[src/rtl/decode_queue_pkg.sv]
// Shared decode definitions: operation codes, register sentinel, opcode
// constants, the packed FIFO record and small RV32I encoding helpers.
package decode_queue_pkg;

  localparam int OPE_WIDTH           = 6;
  localparam int EX_REG_NUMBER_WIDTH = 6;
  localparam logic [EX_REG_NUMBER_WIDTH-1:0] REG_NUMBER = 6'd32;

  typedef enum logic [OPE_WIDTH-1:0] {
    EMPTY_INS,
    OP_LUI, OP_AUIPC, OP_JAL, OP_JALR,
    OP_BEQ, OP_BNE, OP_BLT, OP_BGE, OP_BLTU, OP_BGEU,
    OP_LB, OP_LH, OP_LW, OP_LBU, OP_LHU,
    OP_SB, OP_SH, OP_SW,
    OP_ADDI, OP_SLTI, OP_SLTIU, OP_XORI, OP_ORI, OP_ANDI,
    OP_SLLI, OP_SRLI, OP_SRAI,
    OP_ADD, OP_SUB, OP_SLL, OP_SLT, OP_SLTU, OP_XOR, OP_SRL, OP_SRA,
    OP_OR, OP_AND,
    OP_FENCE, OP_ECALL, OP_EBREAK
  } op_e;

  localparam logic [6:0] OPC_LUI     = 7'h37;
  localparam logic [6:0] OPC_AUIPC   = 7'h17;
  localparam logic [6:0] OPC_JAL     = 7'h6f;
  localparam logic [6:0] OPC_JALR    = 7'h67;
  localparam logic [6:0] OPC_BRANCH  = 7'h63;
  localparam logic [6:0] OPC_LOAD    = 7'h03;
  localparam logic [6:0] OPC_STORE   = 7'h23;
  localparam logic [6:0] OPC_OPIMM   = 7'h13;
  localparam logic [6:0] OPC_OP      = 7'h33;
  localparam logic [6:0] OPC_MISCMEM = 7'h0f;
  localparam logic [6:0] OPC_SYSTEM  = 7'h73;

  typedef struct packed {
    op_e                            op;
    logic [EX_REG_NUMBER_WIDTH-1:0] rd;
    logic [EX_REG_NUMBER_WIDTH-1:0] rs1;
    logic [EX_REG_NUMBER_WIDTH-1:0] rs2;
    logic [31:0]                    imm;
    logic [31:0]                    pc;
    logic                           is_c;
  } decoded_t;

  localparam int DECODED_WIDTH = $bits(decoded_t);

  localparam decoded_t RESET_REC = '{EMPTY_INS, 6'd0, 6'd0, 6'd0, 32'd0, 32'd0, 1'b0};

  function automatic logic [31:0] enc_i(input logic [11:0] imm, input logic [4:0] rs1,
                                        input logic [2:0] f3, input logic [4:0] rd,
                                        input logic [6:0] opc);
    return {imm, rs1, f3, rd, opc};
  endfunction

  function automatic logic [31:0] enc_s(input logic [11:0] imm, input logic [4:0] rs2,
                                        input logic [4:0] rs1, input logic [2:0] f3);
    return {imm[11:5], rs2, rs1, f3, imm[4:0], OPC_STORE};
  endfunction

  function automatic logic [31:0] enc_b(input logic [12:1] imm, input logic [4:0] rs2,
                                        input logic [4:0] rs1, input logic [2:0] f3);
    return {imm[12], imm[10:5], rs2, rs1, f3, imm[4:1], imm[11], OPC_BRANCH};
  endfunction

  function automatic logic [31:0] enc_j(input logic [20:1] imm, input logic [4:0] rd);
    return {imm[20], imm[10:1], imm[11], imm[19:12], rd, OPC_JAL};
  endfunction

  function automatic logic [31:0] enc_r(input logic [6:0] f7, input logic [4:0] rs2,
                                        input logic [4:0] rs1, input logic [2:0] f3,
                                        input logic [4:0] rd);
    return {f7, rs2, rs1, f3, rd, OPC_OP};
  endfunction

endpackage

[src/rtl/rvc_expand.sv]
// Combinational RV32C to RV32I expander; flags reserved/illegal encodings.
module rvc_expand
  import decode_queue_pkg::*;
(
  input  logic [15:0] c_i,
  output logic [31:0] instr_o,
  output logic        illegal_o
);

  logic [4:0]  rd, rs2, rdp, rs1p;
  logic [11:0] imm6_sx;
  logic [9:0]  spn_imm, a16_imm;
  logic [6:0]  lw_imm;
  logic [7:0]  lwsp_imm, swsp_imm;
  logic [11:1] j_off;
  logic [8:1]  b_off;

  assign rd       = c_i[11:7];
  assign rs2      = c_i[6:2];
  assign rdp      = {2'b01, c_i[4:2]};
  assign rs1p     = {2'b01, c_i[9:7]};
  assign imm6_sx  = {{7{c_i[12]}}, c_i[6:2]};
  assign spn_imm  = {c_i[10:7], c_i[12:11], c_i[5], c_i[6], 2'b00};
  assign lw_imm   = {c_i[5], c_i[12:10], c_i[6], 2'b00};
  assign a16_imm  = {c_i[12], c_i[4:3], c_i[5], c_i[2], c_i[6], 4'b0000};
  assign lwsp_imm = {c_i[3:2], c_i[12], c_i[6:4], 2'b00};
  assign swsp_imm = {c_i[8:7], c_i[12:9], 2'b00};
  assign j_off    = {c_i[12], c_i[8], c_i[10:9], c_i[6], c_i[7], c_i[2], c_i[11], c_i[5:3]};
  assign b_off    = {c_i[12], c_i[6:5], c_i[2], c_i[11:10], c_i[4:3]};

  // Expansion table keyed on funct3 and quadrant.
  always_comb begin
    // NOTE: every output gets a default first so no path leaves it unassigned (no latch).
    instr_o   = '0;
    illegal_o = 1'b0;
    case ({c_i[15:13], c_i[1:0]})
      5'b000_00: begin
        instr_o   = enc_i({2'b00, spn_imm}, 5'd2, 3'b000, rdp, OPC_OPIMM);
        illegal_o = (spn_imm == '0);
      end
      5'b010_00: instr_o = enc_i({5'b0, lw_imm}, rs1p, 3'b010, rdp, OPC_LOAD);
      5'b110_00: instr_o = enc_s({5'b0, lw_imm}, rdp, rs1p, 3'b010);
      5'b000_01: instr_o = enc_i(imm6_sx, rd, 3'b000, rd, OPC_OPIMM);
      5'b001_01: instr_o = enc_j({{9{j_off[11]}}, j_off}, 5'd1);
      5'b010_01: instr_o = enc_i(imm6_sx, 5'd0, 3'b000, rd, OPC_OPIMM);
      5'b011_01: begin
        if (rd == 5'd2) begin
          instr_o   = enc_i({{2{a16_imm[9]}}, a16_imm}, 5'd2, 3'b000, 5'd2, OPC_OPIMM);
          illegal_o = (a16_imm == '0);
        end else begin
          instr_o   = {{14{c_i[12]}}, c_i[12], c_i[6:2], rd, OPC_LUI};
          illegal_o = ({c_i[12], c_i[6:2]} == '0);
        end
      end
      5'b100_01: begin
        case (c_i[11:10])
          2'b00: instr_o = enc_i({7'b0000000, c_i[6:2]}, rs1p, 3'b101, rs1p, OPC_OPIMM);
          2'b01: instr_o = enc_i({7'b0100000, c_i[6:2]}, rs1p, 3'b101, rs1p, OPC_OPIMM);
          2'b10: instr_o = enc_i(imm6_sx, rs1p, 3'b111, rs1p, OPC_OPIMM);
          default: begin
            case (c_i[6:5])
              2'b00:   instr_o = enc_r(7'b0100000, rdp, rs1p, 3'b000, rs1p);
              2'b01:   instr_o = enc_r(7'b0000000, rdp, rs1p, 3'b100, rs1p);
              2'b10:   instr_o = enc_r(7'b0000000, rdp, rs1p, 3'b110, rs1p);
              default: instr_o = enc_r(7'b0000000, rdp, rs1p, 3'b111, rs1p);
            endcase
          end
        endcase
        // RV64-only shift amounts and register forms share these encodings.
        illegal_o = c_i[12] && (c_i[11:10] != 2'b10);
      end
      5'b101_01: instr_o = enc_j({{9{j_off[11]}}, j_off}, 5'd0);
      5'b110_01: instr_o = enc_b({{4{b_off[8]}}, b_off}, 5'd0, rs1p, 3'b000);
      5'b111_01: instr_o = enc_b({{4{b_off[8]}}, b_off}, 5'd0, rs1p, 3'b001);
      5'b000_10: begin
        instr_o   = enc_i({7'b0000000, c_i[6:2]}, rd, 3'b001, rd, OPC_OPIMM);
        illegal_o = c_i[12];
      end
      5'b010_10: begin
        instr_o   = enc_i({4'b0, lwsp_imm}, 5'd2, 3'b010, rd, OPC_LOAD);
        illegal_o = (rd == 5'd0);
      end
      5'b100_10: begin
        if (!c_i[12]) begin
          if (rs2 == 5'd0) begin
            instr_o   = enc_i(12'd0, rd, 3'b000, 5'd0, OPC_JALR);
            illegal_o = (rd == 5'd0);
          end else begin
            instr_o = enc_r(7'b0000000, rs2, 5'd0, 3'b000, rd);
          end
        end else if (rs2 == 5'd0) begin
          instr_o = (rd == 5'd0) ? 32'h0010_0073 : enc_i(12'd0, rd, 3'b000, 5'd1, OPC_JALR);
        end else begin
          instr_o = enc_r(7'b0000000, rs2, rd, 3'b000, rd);
        end
      end
      5'b110_10: instr_o = enc_s({4'b0, swsp_imm}, rs2, 5'd2, 3'b010);
      default:   illegal_o = 1'b1;
    endcase
  end

endmodule

[src/rtl/decode_queue.sv]
// Decode stage: decodes fetched RV32I/RV32C words and buffers the records in a FIFO.
module decode_queue
  import decode_queue_pkg::*;
#(
  parameter int DEPTH = 4,
  parameter bit C_EXT = 1'b1
) (
  input  logic                           clk_in,
  input  logic                           rst_n_in,
  input  logic                           rdy_in,
  input  logic                           flush_in,
  input  logic                           in_valid,
  output logic                           in_ready,
  input  logic [31:0]                    in_code,
  input  logic [31:0]                    in_pc,
  output logic                           out_valid,
  input  logic                           out_ready,
  output logic [OPE_WIDTH-1:0]           out_type,
  output logic [EX_REG_NUMBER_WIDTH-1:0] out_rd,
  output logic [EX_REG_NUMBER_WIDTH-1:0] out_rs1,
  output logic [EX_REG_NUMBER_WIDTH-1:0] out_rs2,
  output logic [31:0]                    out_imm,
  output logic [31:0]                    out_pc,
  output logic                           out_is_c,
  output logic [$clog2(DEPTH):0]         count
);

  localparam int PW = $clog2(DEPTH);
  localparam int CW = PW + 1;

  logic [31:0] exp_word, word;
  logic        exp_illegal, is_c, illegal;
  decoded_t    dec, head;

  assign is_c = (in_code[1:0] != 2'b11);

  if (C_EXT) begin : g_rvc
    rvc_expand u_rvc (.c_i(in_code[15:0]), .instr_o(exp_word), .illegal_o(exp_illegal));
  end else begin : g_no_rvc
    assign exp_word    = '0;
    assign exp_illegal = 1'b1;
  end

  assign word    = is_c ? exp_word : in_code;
  assign illegal = is_c && exp_illegal;

  logic [2:0] f3;
  logic [6:0] f7;
  assign f3 = word[14:12];
  assign f7 = word[31:25];

  // RV32I decode: pick the operation, then fill fields by format.
  always_comb begin
    dec.op   = EMPTY_INS;
    dec.rd   = REG_NUMBER;
    dec.rs1  = REG_NUMBER;
    dec.rs2  = REG_NUMBER;
    dec.imm  = '0;
    dec.pc   = in_pc;
    dec.is_c = is_c;
    if (!illegal) begin
      case (word[6:0])
        OPC_LUI:   dec.op = OP_LUI;
        OPC_AUIPC: dec.op = OP_AUIPC;
        OPC_JAL:   dec.op = OP_JAL;
        OPC_JALR:  if (f3 == 3'b000) dec.op = OP_JALR;
        OPC_BRANCH: begin
          case (f3)
            3'b000: dec.op = OP_BEQ;  3'b001: dec.op = OP_BNE;
            3'b100: dec.op = OP_BLT;  3'b101: dec.op = OP_BGE;
            3'b110: dec.op = OP_BLTU; 3'b111: dec.op = OP_BGEU;
            default: dec.op = EMPTY_INS;
          endcase
        end
        OPC_LOAD: begin
          case (f3)
            3'b000: dec.op = OP_LB;  3'b001: dec.op = OP_LH; 3'b010: dec.op = OP_LW;
            3'b100: dec.op = OP_LBU; 3'b101: dec.op = OP_LHU;
            default: dec.op = EMPTY_INS;
          endcase
        end
        OPC_STORE: begin
          case (f3)
            3'b000: dec.op = OP_SB; 3'b001: dec.op = OP_SH; 3'b010: dec.op = OP_SW;
            default: dec.op = EMPTY_INS;
          endcase
        end
        OPC_OPIMM: begin
          case (f3)
            3'b000: dec.op = OP_ADDI;  3'b010: dec.op = OP_SLTI;
            3'b011: dec.op = OP_SLTIU; 3'b100: dec.op = OP_XORI;
            3'b110: dec.op = OP_ORI;   3'b111: dec.op = OP_ANDI;
            3'b001: if (f7 == 7'b0) dec.op = OP_SLLI;
            default: if ({f7[6], f7[4:0]} == 6'b0) dec.op = word[30] ? OP_SRAI : OP_SRLI;
          endcase
        end
        OPC_OP: begin
          if (f7 == 7'b0000000) begin
            case (f3)
              3'b000: dec.op = OP_ADD;  3'b001: dec.op = OP_SLL;
              3'b010: dec.op = OP_SLT;  3'b011: dec.op = OP_SLTU;
              3'b100: dec.op = OP_XOR;  3'b101: dec.op = OP_SRL;
              3'b110: dec.op = OP_OR;   default: dec.op = OP_AND;
            endcase
          end else if (f7 == 7'b0100000 && f3 == 3'b000) begin
            dec.op = OP_SUB;
          end else if (f7 == 7'b0100000 && f3 == 3'b101) begin
            dec.op = OP_SRA;
          end
        end
        OPC_MISCMEM: if (f3 == 3'b000) dec.op = OP_FENCE;
        OPC_SYSTEM: begin
          if (word == 32'h0000_0073) dec.op = OP_ECALL;
          else if (word == 32'h0010_0073) dec.op = OP_EBREAK;
        end
        default: dec.op = EMPTY_INS;
      endcase
    end
    if (dec.op != EMPTY_INS) begin
      case (word[6:0])
        OPC_LUI, OPC_AUIPC: begin
          dec.rd  = {1'b0, word[11:7]};
          dec.imm = {word[31:12], 12'b0};
        end
        OPC_JAL: begin
          dec.rd  = {1'b0, word[11:7]};
          dec.imm = {{12{word[31]}}, word[19:12], word[20], word[30:21], 1'b0};
        end
        OPC_JALR, OPC_LOAD, OPC_OPIMM: begin
          dec.rd  = {1'b0, word[11:7]};
          dec.rs1 = {1'b0, word[19:15]};
          dec.imm = (f3 == 3'b001 || f3 == 3'b101) && (word[6:0] == OPC_OPIMM)
                    ? {27'b0, word[24:20]} : {{20{word[31]}}, word[31:20]};
        end
        OPC_BRANCH: begin
          dec.rs1 = {1'b0, word[19:15]};
          dec.rs2 = {1'b0, word[24:20]};
          dec.imm = {{20{word[31]}}, word[7], word[30:25], word[11:8], 1'b0};
        end
        OPC_STORE: begin
          dec.rs1 = {1'b0, word[19:15]};
          dec.rs2 = {1'b0, word[24:20]};
          dec.imm = {{20{word[31]}}, word[31:25], word[11:7]};
        end
        OPC_OP: begin
          dec.rd  = {1'b0, word[11:7]};
          dec.rs1 = {1'b0, word[19:15]};
          dec.rs2 = {1'b0, word[24:20]};
        end
        default: ;
      endcase
    end
  end

  // FIFO storage and pointers.
  logic [DECODED_WIDTH-1:0] mem_q [DEPTH];
  logic [PW-1:0]            wr_ptr_q, wr_ptr_d, rd_ptr_q, rd_ptr_d;
  logic [CW-1:0]            count_q, count_d;
  logic                     full, empty, push, pop;

  assign full      = (count_q == CW'(DEPTH));
  assign empty     = (count_q == '0);
  assign in_ready  = rst_n_in && rdy_in && !full;
  assign out_valid = rdy_in && !empty;
  assign push      = in_valid && in_ready && !flush_in;
  assign pop       = out_valid && out_ready && !flush_in;

  // Next-state pointers and occupancy; flush empties regardless of handshakes.
  always_comb begin
    wr_ptr_d = wr_ptr_q;
    rd_ptr_d = rd_ptr_q;
    count_d  = count_q;
    if (flush_in) begin
      wr_ptr_d = '0;
      rd_ptr_d = '0;
      count_d  = '0;
    end else begin
      if (push) wr_ptr_d = wr_ptr_q + 1'b1;
      if (pop)  rd_ptr_d = rd_ptr_q + 1'b1;
      if (push && !pop)      count_d = count_q + 1'b1;
      else if (pop && !push) count_d = count_q - 1'b1;
    end
  end

  // Pointer/count registers; holding while rdy_in is low falls out of push/pop gating.
  always_ff @(posedge clk_in or negedge rst_n_in) begin
    // NOTE: sequential state uses non-blocking assignments so all registers update together.
    if (!rst_n_in) begin
      wr_ptr_q <= '0;
      rd_ptr_q <= '0;
      count_q  <= '0;
    end else begin
      wr_ptr_q <= wr_ptr_d;
      rd_ptr_q <= rd_ptr_d;
      count_q  <= count_d;
    end
  end

  // Entry storage written at the tail on push.
  always_ff @(posedge clk_in or negedge rst_n_in) begin
    // NOTE: entries are reset because the head drives out_* directly and must read EMPTY_INS/0 in reset.
    if (!rst_n_in) begin
      for (int i = 0; i < DEPTH; i++) mem_q[i] <= RESET_REC;
    end else if (push) begin
      mem_q[wr_ptr_q] <= dec;
    end
  end

  assign head     = decoded_t'(mem_q[rd_ptr_q]);
  assign out_type = head.op;
  assign out_rd   = head.rd;
  assign out_rs1  = head.rs1;
  assign out_rs2  = head.rs2;
  assign out_imm  = head.imm;
  assign out_pc   = head.pc;
  assign out_is_c = head.is_c;
  assign count    = count_q;

endmodule

[config.mk]
export PLATFORM = sky130hd
export DESIGN_NAME = decode_queue
export DESIGN_NICKNAME = d
export VERILOG_FILES = /design/src/rtl/decode_queue_pkg.sv /design/src/rtl/rvc_expand.sv /design/src/rtl/decode_queue.sv
export SDC_FILE = /design/constraint.sdc
export NUM_CORES = 1
export LEC_CHECK = 0
export CAP_MARGIN = 0
export CORE_ASPECT_RATIO = 0.75
export CORE_MARGIN = 5
export CORE_UTILIZATION = 40
export DETAILED_ROUTE_END_ITERATION = 8
export HOLD_SLACK_MARGIN = 0.05
export PLACE_DENSITY = 0.68
export SYNTH_ARGS = -nofsm -noshare
export SYNTH_HDL_FRONTEND = slang
export SYNTH_SLANG_ARGS = --single-unit
[constraint.sdc]
create_clock -name clk_in -period 2.7 [get_ports clk_in]
set_input_delay 0.54 -clock clk_in [delete_from_list [all_inputs] [get_ports clk_in]]
set_output_delay 0.54 -clock clk_in [all_outputs]
set_load 0.1 [all_outputs]
==> run_results.csv <==
group,metric,value,unit
sta,hold_ws,0.470,ns
clocking,clock_latency,0.54,ns
global_routing,grt_max_degree,191,
place,port_buffers,163,
synthesis,yosys_most_used_dff,"dfrtp_1",
synthesis,synthAdderAreaFrac,0.00404,
floorplanning,core_area,48900,µm²
floorplanning,ioPinCount,164,
power_and_ir_drop,ir_drop,0.664,mV
detailed_routing,via_count,19700,
hold_path,hold_class,"register to register",
synthesis,syn_area_per_cell,9.41,µm²
sta,period_share,1.36,
detailed_routing,drtIter0Drc,2228,
synthesis,syn_inst,2104,
synthesis,synth_edf_count,0,
final_layout,nets,2728,
floorplanning,fp.dieW,267,µm
final_layout,seq_area,9100,µm²
floorplanning,die_h,203,µm
sta,tightest_slew,1.07,ns
final_layout,area_delta_synth_final,56.1,%
clocking,cts_sinks,363,
global_routing,grt_pass1_wl,118,mm
sta,finalHoldViolCount,0,
detailed_routing,viasPerCell,5.93,
power_and_ir_drop,p_per_area,613,nW/µm²
worst_setup_path,crit_type,"input pin to register",
final_layout,layout-drive-gt1-share,0.424,
final_layout,num-fill-cells,3650,
global_routing,antenna_found_initial,4,
detailed_routing,drt_pre_antenna_iters,5,
clocking,cts_buffers,35,
sta,finalSetupViolCount,245,
sta,rsz0062_at_grt,"yes",
worst_setup_path,crit_fanout,8,
synthesis,synth-xor-area-share,0.00265,
place,place_congestion,0.959,
sta,tns,-186.75,ns
power_and_ir_drop,p_leak,13.4,nW
worst_setup_path,critPathLaunchType,"input pin",
sta,maxSlewHeadroom,0.285,
worst_setup_path,cp_data_required_time,3.12,ns
worst_setup_path,critPathCaptureType,"register",
synthesis,synth_compound_area_frac,0.135,
worst_setup_path,rrSetupSlack,0.05,ns
sta,drv_slew,0,
synthesis,synthesis.nets,2179,
floorplanning,rows,70,
synthesis,netlist_area,19800,µm²
floorplanning,initial_core_util,0.405,
sta,post-route-min-period,3.68,ns
place,dp_hpwl,52.1,mm
run_status,run_status,"finished with violations",
synthesis,ys_ff_latch,363,
detailed_routing,routed_wl,79.9,mm
clocking,clock_path_buffers,3,
job,maxCapViolations,0,
synthesis,yosysUniqueCellTypes,89,
synthesis,synth_top_family_by_area,"simple AND/OR/NAND/NOR gates",
sta,fmax,272,MHz
clocking,clkTransAtPathRegs,0.06,ns
global_routing,grt.total_usage,0.277,
final_layout,antenna_cells,0,
detailed_routing,ant_nets,0,
sta,finClkSkew,0.0187,ns
detailed_routing,post_drt_wl_per_cell,24.0,µm
synthesis,ys_warn_count,0,
final_layout,final_cell_mix,"nand2_1, buf_4, dfrtp_1",
synthesis,synth_mux_area_frac,0.132,
sta,setup_slack,-0.979,ns
final_layout,multi_input_area,12000,µm²
floorplanning,die_area,54100,µm²
clocking,clockRootBuffer,"clkbuf_16",
synthesis,yosysSeqAreaShare,0.459,
global_routing,grt_pass1_vias,19900,
synthesis,ys_async_sr_fraction,1.00,
final_layout,final_common_cell,"nand2_1",
global_routing,grt-ovfl-total,0,
run_status,violations,"negative setup slack",
clocking,htreeDepth,2,
detailed_routing,drc,0,
synthesis,yosys.area_share.simple,0.226,
worst_setup_path,worstPathArrival,4.10,ns
clocking,cts_tree,"done",
-- worst paths after layout --
kind / startpoint / to / depth (start not counted)
max in group asynchronous: rst_n_in / mem_q[79] / 4
setup / recovery: in_code[15] / mem_q[157] / 19
setup reg to reg: count[1] / mem_q[37] / 9
hold / removal: mem_q[172] / mem_q[172] / 2
hold reg to reg: mem_q[172] / mem_q[172] / 2
min in group asynchronous: rst_n_in / mem_q[91] / 3
-- per-layer routing --
metal | GRT usage | up-vias | share of wire
met5 | 0 | - | 0.00094
met4 | 0.0678 | 6 | 0.024
met3 | 0.0741 | 143 | 0.098
met2 | 0.419 | 1017 | 0.46
met1 | 0.400 | 10000 | 0.42
li1 | - | 8534 | -
-- cells in the mapped netlist, types with 5 or more instances --
cell type,instances,area share
nand3_1,38,0.0096
o22ai_1,7,0.0022
buf_1,14,0.0027
a21oi_1,123,0.031
o21bai_1,6,0.0023
and3_1,6,0.0019
o211ai_1,15,0.0057
buf_4,7,0.0027
and2_1,18,0.0057
clkbuf_1,114,0.022
a21o_1,5,0.0019
nor2b_1,8,0.0025
mux4_2,89,0.10
nand2b_1,14,0.0044
nor4_1,7,0.0022
nor4_4,7,0.0075
o31ai_1,9,0.0034
buf_2,27,0.0068
a211oi_1,45,0.017
mux2_2,6,0.0034
a21boi_0,5,0.0019
nand2_1,623,0.12
a2111oi_2,18,0.014
a221oi_1,6,0.0027
or4_1,6,0.0023
nand4_1,7,0.0022
nor3_1,84,0.021
dfrtp_1,363,0.46
o21a_1,5,0.0019
or3_1,13,0.0041
o21ai_0,50,0.013
inv_1,13,0.0025
a31oi_1,13,0.0041
a22oi_1,7,0.0027
buf_6,8,0.0046
mux2i_1,55,0.028
nor2_1,159,0.030
-- metrics by stage --
step | instances | setup slack (ns) | instance area (µm²) | util | total power, mW
global placement | 3115 | -2.82 | 26200 | 0.536 | 13.2
finish | 3325 | -0.979 | 30900 | 0.632 | 18.9
CTS | 3270 | -0.877 | 29300 | 0.600 | 18.5
global route | 3325 | -1.07 | 30900 | 0.632 | 19.5
floorplan | 2104 | -0.816 | 20400 | - | 10.5
detailed placement | 3115 | -2.71 | 26200 | 0.536 | 13.3
-- kinds of logic (layout without fill, tap and decap cells) --
family                     after synthesis  after routing
adders and majority gates                6              6
xor gates and xnor gates                 6              6
and+or+nand+nor                       1020           1020
buffers and inverters                  185            758
muxes                                  150            150
AOI/OAI and AO/OA                      374            374
DFF                                    363            363
-- power breakdown --
part	internal [mW]	leakage, nW	switching [mW]	total [mW]
Combinational	3.03	7.92	4.61	7.64
Clock	2.84	0.571	2.20	5.04
Sequential	5.96	4.93	0.300	6.26
-- sequential cells by signal (all words and copies together), names as in the netlist --
register	flops
mem_q	356
rd_ptr_q	2
wr_ptr_q	2
count	3
-- area by class of cell --
| cell class | instances | area share |
|---|---|---|
| Tap cell | 648 | 0.0262 |
| Clock inverter | 13 | 0.00397 |
| Inverter | 14 | 0.00190 |
| Clock buffer | 48 | 0.0329 |
| Sequential cell | 363 | 0.294 |
| Multi-Input combinational cell | 1556 | 0.388 |
| Timing Repair Buffer | 683 | 0.253 |
-- timing repair --
item | CTS | global route
setup buffers | 91 | 58
endpoints found under the hold margin | 10 | 0
gates cloned | 6 | 11
pin swaps | 58 | 102
setup endpoints to repair | 302 | 315
resized for setup | 291 | 225
hold buffers | 1 | 0
-- worst max-delay path: stages --
cell	delay (ns)
buf_8	0.10
buf_12	0.13
or3b_4	0.42
a211o_4	0.36
buf_4	0.16
o211ai_4	0.09
buf_6	0.13
nor4_4	0.04
buf_4	0.16
a31oi_1	0.15
a2111o_1	0.16
o2111ai_2	0.14
a2111o_4	0.53
buf_6	0.16
nor4_4	0.27
buf_4	0.20
buf_12	0.13
buf_12	0.14
nor3_2	0.05
Power figures use the tool's default switching activity.
